`config.mk`:
```
export PLATFORM = sky130hd
export DESIGN_NAME = uart_rx_fifo
export DESIGN_NICKNAME = d
export VERILOG_FILES = /design/src/rtl/uart_rx_fifo.sv
export SDC_FILE = /design/constraint.sdc
export NUM_CORES = 1
export LEC_CHECK = 0
export ABC_CLOCK_PERIOD_IN_PS = 6900
export BUFFER_PORTS_ARGS = -buffer_cell sky130_fd_sc_hd__buf_2
export CAP_MARGIN = 20
export CORE_MARGIN = 3
export CORE_UTILIZATION = 24
export DETAILED_ROUTE_END_ITERATION = 10
export HOLD_SLACK_MARGIN = 0.1
export PLACE_DENSITY_LB_ADDON = 0.08
export SETUP_SLACK_MARGIN = 0.02
export SLEW_MARGIN = 15
export SYNTH_ARGS = -nofsm -noshare
export SYNTH_HDL_FRONTEND = slang
export SYNTH_SLANG_ARGS = --single-unit
```
`constraint.sdc`:
```
create_clock -name clk -period 6.9 [get_ports clk]
set_clock_uncertainty 0.2 [all_clocks]
set_input_delay 0.345 -clock clk [delete_from_list [all_inputs] [get_ports clk]]
set_output_delay 0.345 -clock clk [all_outputs]
set_load 0.02 [all_outputs]
```
`src/rtl/uart_rx_fifo.sv`:
```
// Receive-side byte queue behind the UART receiver: captures bytes on the done tick,
// presents them through a show-ahead valid/ready port, and flags bytes dropped while full.
module uart_rx_fifo #(
    parameter int DBIT  = 8,
    parameter int DEPTH = 16,
    parameter int AW    = 4
) (
    input  logic            clk,
    input  logic            rst,
    input  logic [DBIT-1:0] wr_data,
    input  logic            wr_tick,
    output logic [DBIT-1:0] rd_data,
    output logic            rd_valid,
    input  logic            rd_ready,
    output logic [AW:0]     count,
    output logic            full,
    output logic            empty,
    output logic            overflow,
    input  logic            ovf_clr
);

    localparam logic [AW:0] FULL_CNT = (AW+1)'(DEPTH);

    logic [DBIT-1:0] mem_q [DEPTH];
    logic [AW-1:0]   wr_ptr_q, wr_ptr_d;
    logic [AW-1:0]   rd_ptr_q, rd_ptr_d;
    logic [AW:0]     count_q, count_d;
    logic            overflow_q, overflow_d;
    logic            push, pop, drop;

    assign full     = (count_q == FULL_CNT);
    assign empty    = (count_q == '0);
    assign count    = count_q;
    assign overflow = overflow_q;
    assign rd_valid = ~empty;
    assign rd_data  = empty ? '0 : mem_q[rd_ptr_q];

    // A pop frees a slot in the same cycle, so a tick while full is still accepted then.
    assign pop  = rd_valid & rd_ready;
    assign push = wr_tick & (~full | pop);
    assign drop = wr_tick & full & ~pop;

    always_comb begin
        wr_ptr_d   = push ? wr_ptr_q + 1'b1 : wr_ptr_q;
        rd_ptr_d   = pop  ? rd_ptr_q + 1'b1 : rd_ptr_q;
        count_d    = count_q;
        if (push && !pop) begin
            count_d = count_q + 1'b1;
        end else if (pop && !push) begin
            count_d = count_q - 1'b1;
        end
        overflow_d = overflow_q;
        if (drop) begin
            overflow_d = 1'b1;
        end else if (ovf_clr) begin
            overflow_d = 1'b0;
        end
    end

    always_ff @(posedge clk or negedge rst) begin
        if (!rst) begin
            wr_ptr_q   <= '0;
            rd_ptr_q   <= '0;
            count_q    <= '0;
            overflow_q <= 1'b0;
        end else begin
            wr_ptr_q   <= wr_ptr_d;
            rd_ptr_q   <= rd_ptr_d;
            count_q    <= count_d;
            overflow_q <= overflow_d;
        end
    end

    // Storage carries no reset; the pointers alone define what is valid.
    always_ff @(posedge clk) begin
        if (push) begin
            mem_q[wr_ptr_q] <= wr_data;
        end
    end

endmodule
```
==> results.md <==
- Status: complete, no violations
- Die width: 162 µm
- Max H-tree Level: 4
- # rows: 56
- Fin. Hold Viols: 0
- Drt first pass iters: 4
- Mapped Nets: 329
- WS Path Type: register to primary output
- Clock power frac: 28.0%
- Final-layout fill cell count: 2395
- Reg clk slew, reported paths: 0.06 ns
- Remaining Overflow, GRT: 0
- Clk_lat worst skew: 0.41 ns
- Sequential power share: 39.5%
- Area Overhead vs Synth: 18.7%
- GR Layer Usage met3: 2.73%
- Pint: 1960 µW
- Max Slew Vio Count: 0
- Cell taking the most area after synthesis: edfxtp_1
- Ports: 30
- Cell area after placement: 6350 µm²
- Max cap viols: 0
- Finished Core Util: 29.2%
- Slowest cell on crit path: mux4_2
- Post-synth cell types: 34
- Vias in the first global route: 3043
- GPL Wtd Cong: 0.685
- Routed Antenna Nets: 0
- Power Density: 425 nW/µm²
- Combinational cell fraction of total power: 32.4%
- Crit Path Max Fanout: 27
- Slew of the pin with the lowest slew margin: 1.10 ns
- Nets@finish: 372
- Final setup margin: 3.36 ns
- Net Switching: 984 µW
- Fin crit period: 3.54 ns
- Rel. slew slack: 26.1%
- Highest cell delay on the worst timing path: 0.56 ns
- Mapped Area: 5830 µm²
- Detailed-route DRC error count: 0
- Global-route wire length before repair: 20500 µm
- Drt via density: 4.20
- Top-area cell type share of the netlist area: 65.9%
- Post-Place Setup Slack: 3.45 ns
- Number of synthesized flops with an enable pin: 128
- Most frequent cells in the layout: 128 x edfxtp_1, 32 x mux4_2, 29 x buf_2, 17 x clkbuf_16, 13 x dfrtp_1
- Share of layout cells above drive strength 1: 30.7%
- Largest net degree at the start of global routing: 28
- # setup viols final: 0
- M2 GR Usage: 17.2%
- Seq/Total Area, Yosys: 71.9%
- Max Clock Freq: 0.282 GHz
- HP Class: input port to register
- Cell count after synthesis: 306
- CP Capture Type: primary output
- Seq cells post-synth: 142
- Sw Ratio: 33.5%
- WP data arrival: 3.00 ns
- Most common cell after layout, fill and taps aside: edfxtp_1
- Worst VDD drop: 163 µV
- Cell Chain, Critical Path: buf_4 > mux4_2 > mux2_2 > o21ai_0 > a21oi_1 > buf_2
- Wire per inst: 20.2 µm
- Ys async rst share: 9.86%
- RSZ-0062 raised after global routing: no
- Finished Cell Area: 6920 µm²
- DIE HEIGHT: 162 µm
- Initial antenna violation count: 0
- Syn avg cell area: 19.1 µm²
- Multi-input gate area: 1530 µm²
- Ys Warns: 0
- Post-cts resize count: 0
- Drt initial violations: 164
- Grt met1 use: 15.1%
- CTS tree: yes
- WP data required: 6.36 ns
- WL final: 13700 µm
- Die area: 26200 µm²
- Dominant synthesized flop cell: edfxtp_1
- CTS Root Cell: clkbuf_16
- # diodes: 0
- GR peak layer: met2
- GRT Util Overall: 11.0%
- CP bufs+invs: 2
- Total number of vias: 2859
- CORE AREA: 23700 µm²
- # port buffers: 29
- Setup TNS: 0 ns
- Reg area: 4200 µm²
- Dpl hpwl: 8700 µm
- Max Buffers Root-to-Sink: 2
- Clock Sinks: 142
- Num CTS Buffers: 17
- Leak: 0.00233 µW
- Startpoint Class: register
- Area contributors post-synth: edfxtp_1 66%, mux4_2 12%, dfrtp_1 6.0%
- Top Family by Delay on Critical Path: multiplexers
- Final period util: 51.3%
- Starting Density: 24.6%
-- cell usage after synthesis, types with 2 or more instances --
| cell | instances |
|---|---|
| xnor2_1 | 7 |
| buf_4 | 3 |
| o21ai_0 | 12 |
| nor3_1 | 7 |
| nand3_1 | 6 |
| and2_1 | 4 |
| mux4_2 | 32 |
| a21o_1 | 2 |
| and3_1 | 3 |
| a21oi_1 | 10 |
| nand2_1 | 9 |
| xor2_1 | 2 |
| ha_1 | 9 |
| nor2_1 | 7 |
| edfxtp_1 | 128 |
| mux2i_1 | 9 |
| clkbuf_1 | 6 |
| dfrtp_1 | 14 |
| inv_1 | 7 |
| mux2_2 | 10 |
| buf_2 | 6 |
-- timing repair --
| item | 4_1_cts | 5_1_grt |
|---|---|---|
| buffers inserted | 0 | 0 |
| endpoints found under the hold margin | 16 | 0 |
| hold buffers | 4 | 0 |
-- stage by stage --
step | instances | total power [µW] | hold slack [ns]
2_1_floorplan | 306 | 1840 | -0.151
3_3_place_gp | 645 | 2170 | 0.0786
3_5_place_dp | 645 | 2170 | 0.0732
4_1_cts | 680 | 3010 | 0.109
5_1_grt | 680 | 3120 | 0.127
6_report | 680 | 2940 | 0.123
-- power groups by stage --
stage | logic [µW] | clock network [µW] | registers, µW
finish | 954 | 825 | 1160
global route | 1040 | 895 | 1180
CTS | 988 | 851 | 1170
detailed placement | 982 | 0 | 1190
global placement | 985 | 0 | 1180
floorplan | 707 | 0 | 1130
-- registers in the layout (all words and copies together), names as in the netlist --
name / flops
mem_q: 128
overflow: 1
wr_ptr_q: 4
count: 5
rd_ptr_q: 4
-- logic make-up after synthesis --
group / after synthesis / synth area share (%)
adders and majority gates: 10 / 2.27
and+or+nand+nor: 41 / 3.71
buffers and inverters: 24 / 1.91
muxes: 51 / 15.8
AOI/OAI and AO/OA: 29 / 3.05
DFF: 142 / 71.9
xor gates and xnor gates: 9 / 1.35
-- path summary, 6_finish.rpt --
path | from | end | slack (ns) | cells past startpoint
max in group asynchronous | rst | rd_ptr_q[1] | 6.07 | 2
min in group asynchronous | rst | count[3] | 0.15 | 2
worst min register to register | rd_ptr_q[3] | rd_ptr_q[3] | 0.27 | 1
worst max register to register | count[1] | count[4] | 3.45 | 9
worst max-delay path | rd_ptr_q[1] | rd_data[1] | 3.36 | 6
worst min-delay path | wr_data[0] | mem_q[3][0] | 0.12 | 1
-- worst register-to-register path, delay by kind of cell (launching register included) --
kind	cells	cell delay, ns
AO/OA/AOI/OAI	4	1.21
flip-flops	1	0.43
AND/OR/NAND/NOR	1	0.60
buffers and inverters	2	0.31
adder cells (fa/ha/maj)	2	0.58
-- final cells by class --
cell class / count / share of cell area (%)
Clock inverter: 14 / 1.50
Inverter: 8 / 0.470
Clock buffer: 17 / 6.14
Sequential cell: 142 / 60.6
Timing Repair Buffer: 40 / 3.43
Tap cell: 319 / 5.77
Multi-Input combinational cell: 140 / 22.1
-- metal layers --
metal | vias to the layer above | share of wire (%)
met4 | 0 | 1.2
met3 | 12 | 2.5
met2 | 45 | 47
met5 | - | 0
li1 | 1311 | -
met1 | 1491 | 49
Note: power is estimated with default switching activity, not from simulation.
